--- src/rtl/serial_pkg.sv ---
// Shared definitions for the serial datapath blocks: FSM state encoding and
// counter sizing helper.
package serial_pkg;

    typedef enum logic {
        ST_IDLE  = 1'b0,
        ST_SHIFT = 1'b1
    } state_e;

    // Bit-counter width for an n-bit word; never below one bit.
    function automatic int unsigned cnt_width(input int unsigned n);
        return (n < 2) ? 1 : $clog2(n);
    endfunction

endpackage

--- src/rtl/piso_serializer.sv ---
// Parallel-in/serial-out stage with a one-word holding buffer so words can
// stream back-to-back; frames each word with sof/eof markers.
module piso_serializer
    import serial_pkg::*;
#(
    parameter int unsigned N         = 8,
    parameter bit          LSB_FIRST = 1'b0
) (
    input  logic         clk,
    input  logic         rst_n,
    input  logic [N-1:0] data_in,
    input  logic         valid_in,
    output logic         ready_out,
    output logic         so,
    output logic         so_valid,
    output logic         sof,
    output logic         eof
);

    localparam int unsigned     CW   = cnt_width(N);
    localparam logic [CW-1:0]   LAST = CW'(N - 1);

    state_e         state_q, state_d;
    logic [N-1:0]   shreg_q, shreg_d;
    logic [CW-1:0]  bit_cnt_q, bit_cnt_d;
    logic [N-1:0]   hold_q, hold_d;
    logic           hold_valid_q, hold_valid_d;
    logic           accept;
    logic           last_bit;

    assign accept   = valid_in && !hold_valid_q;
    assign last_bit = (bit_cnt_q == LAST);

    // Next-state: load, shift, refill from hold or direct load on last bit.
    always_comb begin
        state_d      = state_q;
        shreg_d      = shreg_q;
        bit_cnt_d    = bit_cnt_q;
        hold_d       = hold_q;
        hold_valid_d = hold_valid_q;

        unique case (state_q)
            ST_IDLE: begin
                if (accept) begin
                    shreg_d   = data_in;
                    bit_cnt_d = '0;
                    state_d   = ST_SHIFT;
                end
            end
            ST_SHIFT: begin
                if (!last_bit) begin
                    shreg_d   = LSB_FIRST ? (shreg_q >> 1) : (shreg_q << 1);
                    bit_cnt_d = bit_cnt_q + CW'(1);
                    if (accept) begin
                        hold_d       = data_in;
                        hold_valid_d = 1'b1;
                    end
                end else if (hold_valid_q) begin
                    shreg_d      = hold_q;
                    hold_valid_d = 1'b0;
                    bit_cnt_d    = '0;
                end else if (accept) begin
                    shreg_d   = data_in;
                    bit_cnt_d = '0;
                end else begin
                    state_d = ST_IDLE;
                end
            end
            default: state_d = ST_IDLE;
        endcase
    end

    always_ff @(posedge clk or negedge rst_n) begin
        if (!rst_n) begin
            state_q      <= ST_IDLE;
            shreg_q      <= '0;
            bit_cnt_q    <= '0;
            hold_q       <= '0;
            hold_valid_q <= 1'b0;
        end else begin
            state_q      <= state_d;
            shreg_q      <= shreg_d;
            bit_cnt_q    <= bit_cnt_d;
            hold_q       <= hold_d;
            hold_valid_q <= hold_valid_d;
        end
    end

    // Outputs are pure decodes of registered state; no input-to-output path.
    assign ready_out = !hold_valid_q;
    assign so_valid  = (state_q == ST_SHIFT);
    assign so        = so_valid && (LSB_FIRST ? shreg_q[0] : shreg_q[N-1]);
    assign sof       = so_valid && (bit_cnt_q == '0);
    assign eof       = so_valid && last_bit;

endmodule

--- config.mk ---
export PLATFORM = sky130hd
export DESIGN_NAME = piso_serializer
export DESIGN_NICKNAME = d
export VERILOG_FILES = /design/src/rtl/serial_pkg.sv /design/src/rtl/piso_serializer.sv
export SDC_FILE = /design/constraint.sdc
export NUM_CORES = 1
export LEC_CHECK = 0
export ABC_CLOCK_PERIOD_IN_PS = 2400
export CORE_UTILIZATION = 52
export DETAILED_ROUTE_END_ITERATION = 16
export GPL_ROUTABILITY_DRIVEN = 0
export PLACE_DENSITY = 0.83
export REMOVE_ABC_BUFFERS = 1
export SLEW_MARGIN = 20
export SYNTH_ARGS = -nofsm -noshare
export SYNTH_HDL_FRONTEND = slang
export SYNTH_SLANG_ARGS = --single-unit
--- constraint.sdc ---
create_clock -name clk -period 2.4 [get_ports clk]
set_input_delay 0.48 -clock clk [delete_from_list [all_inputs] [get_ports clk]]
set_output_delay 0.48 -clock clk [all_outputs]
set_load 0.01 [all_outputs]
[After elaboration in Yosys (flattened, before gate mapping)]
Cells that the tools add are included.
Word-level totals
  flip-flop bits (word level): 21
  bits of input ports: 11
  output and inout port bits: 5
  logic and storage cells: 32
Operators by class
  add/sub/neg operators: 1
  equal/unequal tests: 1
  muxes and demuxes: 14
  bitwise operators: 2
  reductions and logical operators: 9
Operators by type and width (number)
  2-to-1 mux 8 bit: 3
  one-hot mux 8 bit (2 select lines): 1
  2-to-1 mux 3 bit: 3
  one-hot mux 3 bit (2 select lines): 1
  2-to-1 mux 1 bit: 5
  logical AND 1 bit: 4
  adder 3 x 1 -> 3 bit, second input constant: 1
  equality test 3 bit, second input constant: 1
  zero test 3 bit: 1
  AND reduction 3 bit: 1
  inverter 1 bit: 2
  one-hot mux 1 bit (2 select lines): 1
  AND reduction 2 bit: 1
  nonzero test 2 bit: 1
  zero test 1 bit: 1

[Logic depth before layout (Yosys ltp)]
Gate-level depths: netlist of run 1.
  word-level depth: 6
  mapped depth: 6
  depth with buffers taken out: 5

[Worst setup path before layout of run 1]
Ideal clock, no wire load.
  kind: register to register
  start: reg bit_cnt_q[0]
  end: reg hold_q[0]
  library setup time: 0.125 ns
  data arrival time: 1.569 ns
  data required time: 2.275 ns
  setup slack: 0.706 ns
  cell stages (with the launch flop): 7
  buffers on the path: 1
  clock period less this slack: 1.694 ns
  cell sequence: dfrtp_1 > ha_1 > ha_1 > nor2b_1 > and2_4 > buf_6 > mux2_4
Between the ends
  word-level cells in the longest chain between the ends: 3
Ends and longest elaborated chain
  start, declared: line piso_serializer.sv:25  | logic [CW-1:0] bit_cnt_q, bit_cnt_d;
  start signal, assigned: line piso_serializer.sv:83  | bit_cnt_q <= bit_cnt_d;
  equality test 3 bit: line piso_serializer.sv:32  | assign last_bit = (bit_cnt_q == LAST);
  inverter 1 bit (no line)
  AND reduction 3 bit (no line)
  end signal, assigned: line piso_serializer.sv:84  | hold_q <= hold_d;
  end, declared: line piso_serializer.sv:26  | logic [N-1:0] hold_q, hold_d;
Every way passes these cells.
A chain may end at the register's enable or synchronous reset.

[Worst setup path after layout of run 1]
  start: reg bit_cnt_q[0]
  end: out eof
Between the ends
  word-level cells in the longest chain between the ends: 2
Ends and longest elaborated chain
  equality test 3 bit: line piso_serializer.sv:32
  logical AND 1 bit: line piso_serializer.sv:94  | assign eof = so_valid && last_bit;
  end, declared: line piso_serializer.sv:17  | output logic eof
Every way passes these cells.

==> results of run 1 <==
[cells in the final DEF (no fill, tap or decap)]
cell             count
o22ai_1              7
o2bb2ai_1            1
o221ai_1             1
clkbuf_4             3
nor2b_1              1
and2_4               1
o21ai_0              1
clkdlybuf4s50_1     15
and2_1               2
a22o_1               2
mux2_4               8
a22oi_1              1
nor2b_2              1
a32oi_1              7
nand2b_1             2
nor2_1               3
a32o_1               1
dfrtp_1             21
clkbuf_1             1
nand2_1             20
ha_1                 4
mux2i_1              2
inv_1                3
nand3_1              1
buf_4                3
[layout make-up]
class / count / area share, %
flip-flops and latches: 21 / 41.6
multi-input cells: 66 / 39.0
repair buffers: 18 / 13.7
well taps: 27 / 2.68
clock buffers: 4 / 2.08
inverters: 3 / 0.892
[flip-flops by register name, indices dropped and copies added, names as in the netlist]
signal / flops
hold_q: 8
shreg_q: 8
bit_cnt_q: 3
hold_valid_q: 1
so_valid: 1
[through the flow]
stage | instance area [um^2] | utilization [%] | setup WS [ps]
floorplan | 1030 | - | 748
global placement | 1240 | 63.7 | 486
detailed placement | 1240 | 63.7 | 469
CTS | 1260 | 65.0 | 114
global route | 1260 | 65.0 | 38.6
finish | 1260 | 65.0 | 121
[how the worst max path moves through the flow]
stage	from	to	slack [ps]	cells past startpoint
2_1_floorplan	bit_cnt_q[0]$_DFF_PN0_	hold_q[0]$_DFFE_PN0P_	750	5
3_3_place_gp	bit_cnt_q[0]$_DFF_PN0_	eof	490	4
3_5_place_dp	bit_cnt_q[0]$_DFF_PN0_	eof	470	4
4_1_cts	bit_cnt_q[0]$_DFF_PN0_	eof	110	4
5_1_grt	so_valid$_DFF_PN0_	sof	40	3
6_report	bit_cnt_q[0]$_DFF_PN0_	eof	120	4
[per-layer routing]
layer | global-route usage (%) | share of wire, % | up-vias
met2 | 35.1 | 49 | 28
met3 | 8.08 | 6.1 | 0
met4 | 5.14 | 0 | 0
met5 | 0 | 0 | -
li1 | - | - | 380
met1 | 29.0 | 45 | 368
[kinds of logic after synthesis]
family | after synthesis | share of synthesized area, %
buf+inv | 9 | 4.80
fa+ha+maj | 4 | 4.68
compound gates | 21 | 15.2
flops | 21 | 49.1
simple gates | 31 | 13.1
mux | 10 | 13.1
[power by group]
group | internal [mW] | leakage [nW] | total (mW) | switching, mW
clock network | 0.0648 | 0.0150 | 0.171 | 0.106
logic | 0.370 | 0.290 | 0.648 | 0.278
registers | 0.522 | 0.249 | 0.660 | 0.138
total | 0.957 | 0.554 | 1.48 | 0.522
==> results.md, run 1 <==
* Commonest cells post-synth: 21 x dfrtp_1, 20 x nand2_1, 8 x mux2_4
* Period minus WS final at 2280 ps
* Num ports at 16
* Status: finished, final reports clean
* Rel. slew slack at between 60 and 70%
* Post-synth ARST share at 100%
* Clock transition at path regs at 110 ps
* Final period utilization at 95.0%
* Vias in the first global route at 714
* Post-DP HPWL at 1.47 mm
* FMAX at 0.439 GHz
* Fill count at between 150 and 200
* R2R Path End: hold_q[6]$_DFFE_PN0P_
* DP Cell Count at 135
* Area of the multi-input gates at a little under 500 um^2
* R2r worst-path depth at 5
* Final setup viols at 0
* Die X at 47.4 um
* Buf+Inv Stages, Crit Path at 1
* Total Power at 1.48 mW
* Final Max Tran Viols at 0
* CP required at 1920 ps
* Yosys cell types at 24
* Hold Crit Class: primary input to async pin
* CTS tree: built
* Final hold vios at 0
* Critical path class: flop to output pin
* Unrepaired setup endpoints after global routing: no
* WHS at between 500 and 600 ps
* CP delay by family, top: buffers and inverters
* Die area at 2240 um^2
* Sum Neg Setup Slack at 0 ps
* Post-synth EDFFs at 0
* Core area at 1940 um^2
* Slew @ Worst Pin at 526 ps
* Top cell type's share of synthesized area at approximately half
* Antenna Cells at 0
* Worst skew pair latency at 300 ps
* Layout Nets at roughly 130
* Final Skew at 2.47 ps
* Port bufs at 15
* Synth Instances at 96
* GRT Overall Usage at approximately 22%
* Initial DRC Count at 33
* Synth top area cells: dfrtp_1 49%, mux2_4 11%, nand2_1 7.0%
* Crit-path cells: ha_1, ha_1, and2_1, clkdlybuf4s50_1
* Fin cells at 139
* Die Y at between 40 and 50 um
* CP max stage delay at between 400 and 500 ps
* Critical path's most frequent cell: ha_1
* Final WL at 2.17 mm
* Drt pass-1 iters at 4
* Mapped Avg Cell Area at 11.1 um^2
* Antenna-violating nets left at 0
* # resized after CTS at 0
* Post-synth top flop: dfrtp_1
* Vias per Instance at 5.58
* Synth area leader: dfrtp_1
* Maxcap violations at 0
* Cts bufs inserted at 3
* Cts hold-fix bufs at 0
* Synth warn at 0
* H-tree levels at 1
* P_leak at 0.554 nW
* Remaining global-route overflow at 0
* Clock Path Buffers at 2
* Clock sink count at 21
* Crit start category: flop
* FF+latch area at 526 um^2
* Worst EP arrival at 1800 ps
* Largest net degree at the start of global routing at 22
* Mapped Area at between 1000 and 1500 um^2
* Rows at 16
* Maximum vdd drop at between 0.6 and 0.7 mV
* CTS root buffer: clkbuf_4
* R2r startpoint: bit_cnt_q[0]$_DFF_PN0_
* Area Overhead vs Synth at 18.0%
* Yosys reg bits at 21
* DR vias at between 700 and 800
* Initial antenna violation count at 0
* Layout cells sized above 1 at 14.3%
* DRC viols at 0
* Sequential-to-total area share from yosys stat at between 40 and 50%
* Most common cell in the netlist: dfrtp_1
* Initial Util at 55.1%
* Critical path endpoint category: output pin
* PwrDens at 1170 nW/um^2
* First-pass GRT wire length at 3.33 mm
* Postcts setup bufs at 0
* Critical Path Slowest Stage Cell: clkdlybuf4s50_1
* WL/cell at 15.6 um
* Setup slack, reg-to-reg at 580 ps
* Largest fanout on the critical path at 4
Power figures use the tool's default switching activity.
==> inputs of run 2 (changes only) <==
--- a/config.mk
+++ b/config.mk
@@ -7,8 +7,10 @@
 export LEC_CHECK = 0
 export ABC_CLOCK_PERIOD_IN_PS = 2400
-export CORE_UTILIZATION = 52
+export CELL_PAD_IN_SITES_DETAIL_PLACEMENT = 1
+export CELL_PAD_IN_SITES_GLOBAL_PLACEMENT = 1
+export CORE_UTILIZATION = 41
 export DETAILED_ROUTE_END_ITERATION = 16
 export GPL_ROUTABILITY_DRIVEN = 0
-export PLACE_DENSITY = 0.83
+export PLACE_DENSITY = 0.8
 export REMOVE_ABC_BUFFERS = 1
 export SLEW_MARGIN = 20
==> constraint.sdc (replaced) <==
create_clock -name clk -period 2.4 [get_ports clk]
set_input_delay 0.36 -clock clk [delete_from_list [all_inputs] [get_ports clk]]
set_output_delay 0.36 -clock clk [all_outputs]
set_load 0.01 [all_outputs]
==> run 2 against run 1 <==
  * Clock-buffer cell count did not move
  * Clock skew rose by 3.8 ps
  * Final cell count rose by 2.9%
  * Die area rose by 26%
  * Total power rose by 1.4%
  * Critical endpoint unchanged
==> results.md, run 2 (synthesis results as in run 1) <==
* Critical Path Slowest Stage Cell: clkdlybuf4s50_1 (unchanged)
* CP required at 2040 ps (was 1920 ps)
* Initial DRC Count at 12 (was 33)
* CP max stage delay at 480 ps (about the same)
* Num ports at 16 (unchanged)
* Crit start category: flop (unchanged)
* Antenna-violating nets left at 0 (unchanged)
* Final Max Tran Viols at 0 (unchanged)
* Postcts setup bufs at 0 (unchanged)
* P_leak at 0.558 nW (was 0.554 nW)
* GRT Overall Usage at 20.0% (was 22.2%)
* Final Skew at 6.28 ps (was 2.47 ps)
* Antenna Cells at 0 (unchanged)
* Clock Path Buffers at 2 (unchanged)
* H-tree levels at 1 (unchanged)
* Status: finished, final reports clean (unchanged)
* Crit-path cells: ha_1, ha_1, and2_1, clkdlybuf4s50_1 (unchanged)
* Final hold vios at 0 (unchanged)
* Initial Util at 43.2% (was 55.1%)
* Final period utilization at 90.9% (was 95.0%)
* Maximum vdd drop at 0.557 mV (was 0.664 mV)
* FMAX at 0.459 GHz (was 0.439 GHz)
* Worst skew pair latency at 310 ps (was 300 ps)
* CTS tree: built (unchanged)
* Slew @ Worst Pin at 397 ps (was 526 ps)
* Core area at 2480 um^2 (was 1940 um^2)
* Buf+Inv Stages, Crit Path at 1 (unchanged)
* Final setup viols at 0 (unchanged)
* Area Overhead vs Synth at 19.1% (was 18.0%)
* PwrDens at 1180 nW/um^2 (was 1170 nW/um^2)
* Drt pass-1 iters at 4 (unchanged)
* # resized after CTS at 0 (unchanged)
* Rows at 18 (was 16)
* Unrepaired setup endpoints after global routing: no (unchanged)
* Layout cells sized above 1 at 15.0% (was 14.3%)
* Clock transition at path regs at 120 ps (was 110 ps)
* DR vias at 799 (was 776)
* Period minus WS final at 2180 ps (was 2280 ps)
* Critical path class: flop to output pin (unchanged)
* Die area at 2820 um^2 (was 2240 um^2)
* Port bufs at 15 (unchanged)
* Die Y at 53.1 um (was 47.4 um)
* Sum Neg Setup Slack at 0 ps (unchanged)
* Worst EP arrival at 1820 ps (was 1800 ps)
* Placement Setup Slack at 566 ps (was 469 ps)
* Critical path's most frequent cell: ha_1 (unchanged)
* Vias in the first global route at 855 (was 714)
* WL/cell at 16.9 um (was 15.6 um)
* Remaining global-route overflow at 0 (unchanged)
* Die X at 53.1 um (was 47.4 um)
* Layout Nets at 129 (was 128)
* Clock sink count at 21 (unchanged)
* Fin util at 51.4% (was 65.0%)
* Hold Crit Class: primary input to async pin (unchanged)
* CP delay by family, top: buffers and inverters (unchanged)
* WHS at 394 ps (was 503 ps)
* Critical path endpoint category: output pin (unchanged)
* Post-DP HPWL at 1.67 mm (was 1.47 mm)
* Biggest regs: hold_q x8, shreg_q x8, bit_cnt_q x3 (unchanged)
* First-pass GRT wire length at 4.00 mm (was 3.33 mm)
* Initial antenna violation count at 0 (unchanged)
* Rel. slew slack at 73.5% (was 65.0%)
* Maxcap violations at 0 (unchanged)
* Most common cell after layout, fill and taps aside: dfrtp_1 (unchanged)
* Largest net degree at the start of global routing at 22 (unchanged)
* Commonest non-fill, non-tap cells in the layout: 21 x dfrtp_1, 20 x nand2_1, 15 x clkdlybuf4s50_1, 8 x mux2_4 (unchanged)
* Cts bufs inserted at 3 (unchanged)
* DRC viols at 0 (unchanged)
* Worst setup margin at 220 ps (was 121 ps)
* Total Power at 1.50 mW (was 1.48 mW)
* Final WL at 2.42 mm (was 2.17 mm)
* Vias per Instance at 5.59 (was 5.58)
* Largest fanout on the critical path at 4 (unchanged)
* Cts hold-fix bufs at 0 (unchanged)
* CTS root buffer: clkbuf_4 (unchanged)
## run 2: per-layer routing
metal	share of wire, %	track usage [%]
met3	3.2	2.59
met5	0	0
met2	49	33.1
met1	47	26.3
met4	1.1	7.46
## run 2: worst paths after layout
kind                                             start                endpoint  slack (ps)  cells past startpoint
worst max-delay path            bit_cnt_q[0]$_DFF_PN0_                     eof         220                      4
worst min-delay path                             rst_n   hold_q[4]$_DFFE_PN0P_         390                      2
worst max register to register  bit_cnt_q[0]$_DFF_PN0_   hold_q[5]$_DFFE_PN0P_         570                      5
worst min register to register   hold_q[7]$_DFFE_PN0P_   hold_q[7]$_DFFE_PN0P_         530                      1
max in group asynchronous                        rst_n  bit_cnt_q[1]$_DFF_PN0_        1780                      2
min in group clk                 hold_q[7]$_DFFE_PN0P_   hold_q[7]$_DFFE_PN0P_         530                      1
## run 2: power by group
group / switching (mW) / total [mW] / internal [mW]
Clock: 0.110 / 0.175 / 0.0649
Combinational: 0.295 / 0.673 / 0.378
Sequential: 0.129 / 0.651 / 0.522
## run 2: worst reg2reg max path: stages (launching register included)
cell     delay (ps)
dfrtp_1         430
ha_1            240
ha_1            220
nor2b_1         240
and2_4          290
mux2_4          310
## run 2: final cells by class
type,count,area [um^2]
fillers,284,1200
inverters,3,11.3
well taps,30,37.5
repair buffers,19,180
multi-input cells,66,493
flip-flops and latches,21,526
clock buffers,4,26.3
## run 2: through the flow
step / instance area (um^2) / std cells
floorplan: 1030 / 90
global placement: 1250 / 139
detailed placement: 1250 / 139
CTS: 1270 / 143
global route: 1270 / 143
finish: 1270 / 143
==> inputs of run 3 (changes only) <==
==> constraint.sdc (replaced) <==
create_clock -name clk -period 2.4 [get_ports clk]
set_input_delay 0.36 -clock clk [delete_from_list [all_inputs] [get_ports clk]]
set_output_delay 0.36 -clock clk [all_outputs]
set_load 0.005 [all_outputs]
==> run 3 against run 2 <==
  * Critical path depth unchanged
  * Largest power group unchanged
  * Highest routed layer unchanged
  * Non-clock buffer count unchanged
  * Cell area about the same
==> results.md, run 3 (synthesis results as in run 1) <==
* Die Y at 53.1 um (unchanged)
* CP required at 2040 ps (about the same)
* CTS root buffer: clkbuf_4 (unchanged)
* Cts bufs inserted at 3 (unchanged)
* Critical path class: flop to output pin (unchanged)
* Hold Crit Class: primary input to async pin (unchanged)
* Final WL at 2.30 mm (was 2.42 mm)
* DR vias at 797 (was 799)
* Largest net degree at the start of global routing at 22 (unchanged)
* P_leak at 0.561 nW (was 0.558 nW)
* Drt pass-1 iters at 4 (unchanged)
* Unrepaired setup endpoints after global routing: no (unchanged)
* Initial antenna violation count at 0 (unchanged)
* Combinational share of power at 44.2% (was 44.9%)
* Cts hold-fix bufs at 0 (unchanged)
* R2r worst-path depth at 5 (unchanged)
* Core area at 2480 um^2 (unchanged)
* Clock Power Share at 11.9% (was 11.6%)
* Clock sink count at 21 (unchanged)
* Register share of total power at 43.9% (was 43.5%)
* P_int at 0.961 mW (was 0.966 mW)
* Status: finished, final reports clean (unchanged)
* Die area at 2820 um^2 (unchanged)
* Clock Path Buffers at 2 (unchanged)
* Antenna-violating nets left at 0 (unchanged)
* Fin util at 51.5% (was 51.4%)
* Total Power at 1.47 mW (was 1.50 mW)
* Worst EP arrival at 1800 ps (was 1820 ps)
* PwrDens at 1150 nW/um^2 (was 1180 nW/um^2)
* Fin cells at 143 (unchanged)
* Sw Share at 34.8% (was 35.6%)
* Sum Neg Setup Slack at 0 ps (unchanged)
* Final period utilization at 90.0% (was 90.9%)
* Post-DP HPWL at 1.63 mm (was 1.67 mm)
* Critical path endpoint category: output pin (unchanged)
* Commonest non-fill, non-tap cells in the layout: 21 x dfrtp_1, 20 x nand2_1, 15 x clkdlybuf4s50_1, 8 x mux2_4 (unchanged)
* Num ports at 16 (unchanged)
* Remaining global-route overflow at 0 (unchanged)
* Largest fanout on the critical path at 4 (unchanged)
* # resized after CTS at 0 (unchanged)
* Rows at 18 (unchanged)
* Die X at 53.1 um (unchanged)
* Placement Setup Slack at 569 ps (was 566 ps)
* Crit start category: flop (unchanged)
* GRT Overall Usage at 19.1% (was 20.0%)
* Initial Util at 43.2% (unchanged)
* Final Skew at 4.83 ps (was 6.28 ps)
* Period minus WS final at 2160 ps (was 2180 ps)
* Net Switching at 0.512 mW (was 0.533 mW)
* Most common cell after layout, fill and taps aside: dfrtp_1 (unchanged)
* Area Overhead vs Synth at 19.2% (was 19.1%)
* Port bufs at 15 (unchanged)
* Worst setup margin at 240 ps (was 220 ps)
* Vias in the first global route at 840 (was 855)
* Biggest regs: hold_q x8, shreg_q x8, bit_cnt_q x3 (unchanged)
* Worst skew pair latency at 310 ps (about the same)
* Maxcap violations at 0 (unchanged)
* H-tree levels at 1 (unchanged)
* Initial DRC Count at 7 (was 12)
* Setup slack, reg-to-reg at 590 ps (was 570 ps)
* Final setup viols at 0 (unchanged)
* FMAX at 0.463 GHz (was 0.459 GHz)
* Maximum vdd drop at 0.617 mV (was 0.557 mV)
* Postcts setup bufs at 0 (unchanged)
* First-pass GRT wire length at 3.80 mm (was 4.00 mm)
* DP Cell Count at 139 (unchanged)
* Final Max Tran Viols at 0 (unchanged)
* CTS tree: built (unchanged)
* Vias per Instance at 5.57 (was 5.59)
* Rel. slew slack at 74.1% (was 73.5%)
* Clock transition at path regs at 110 ps (was 120 ps)
* Layout Nets at 129 (unchanged)
* WL/cell at 16.1 um (was 16.9 um)
* Layout cells sized above 1 at 15.9% (was 15.0%)
* Antenna Cells at 0 (unchanged)
* DRC viols at 0 (unchanged)
* Slew @ Worst Pin at 389 ps (was 397 ps)
* Final hold vios at 0 (unchanged)
run 3: cell count changes in the layout (fill, tap and decap cells not counted), sizes merged:
cell and change:
clkbuf -1, clkinv +1
run 3: metal layers:
metal	global-route usage [%]	vias to the layer above	part of all wire, %
li1	-	380	-
met1	25.1	399	46
met2	30.6	15	49
met3	2.59	3	3.3
met4	8.77	0	1.6
met5	0	-	0
run 3: power groups by stage:
stage	Combinational, mW	Sequential [mW]	Clock (mW)
finish	0.650	0.647	0.175
global route	0.730	0.672	0.195
CTS	0.663	0.649	0.181
detailed placement	0.660	0.655	0
global placement	0.634	0.650	0
floorplan	0.443	0.624	0
run 3: area by class of cell:
type | count | area [um^2]
well taps | 30 | 37.5
repair buffers | 19 | 180
fillers | 293 | 1200
clock buffers | 3 | 22.5
flip-flops and latches | 21 | 526
inverters | 3 | 11.3
multi-input cells | 66 | 493
clock inverters | 1 | 5.00
run 3: critical path, cell delays in order, from the launching register on:
cell	delay (ps)
dfrtp_1	440
ha_1	240
ha_1	190
and2_1	170
clkdlybuf4s50_1	450
run 3: stage by stage:
step	area [um^2]	hold slack [ps]
4_1_cts	1270	383
5_1_grt	1270	404
6_report	1270	383
2_1_floorplan	1030	64.4
3_3_place_gp	1250	506
3_5_place_dp	1250	498
run 3: final timing paths:
check / startpoint / to
hold / removal: rst_n / hold_q[5]$_DFFE_PN0P_
setup reg to reg: bit_cnt_q[0]$_DFF_PN0_ / hold_q[4]$_DFFE_PN0P_
min in group clk: hold_q[7]$_DFFE_PN0P_ / hold_q[7]$_DFFE_PN0P_
setup / recovery: bit_cnt_q[0]$_DFF_PN0_ / eof
max in group asynchronous: rst_n / hold_q[7]$_DFFE_PN0P_
hold reg to reg: hold_q[7]$_DFFE_PN0P_ / hold_q[7]$_DFFE_PN0P_
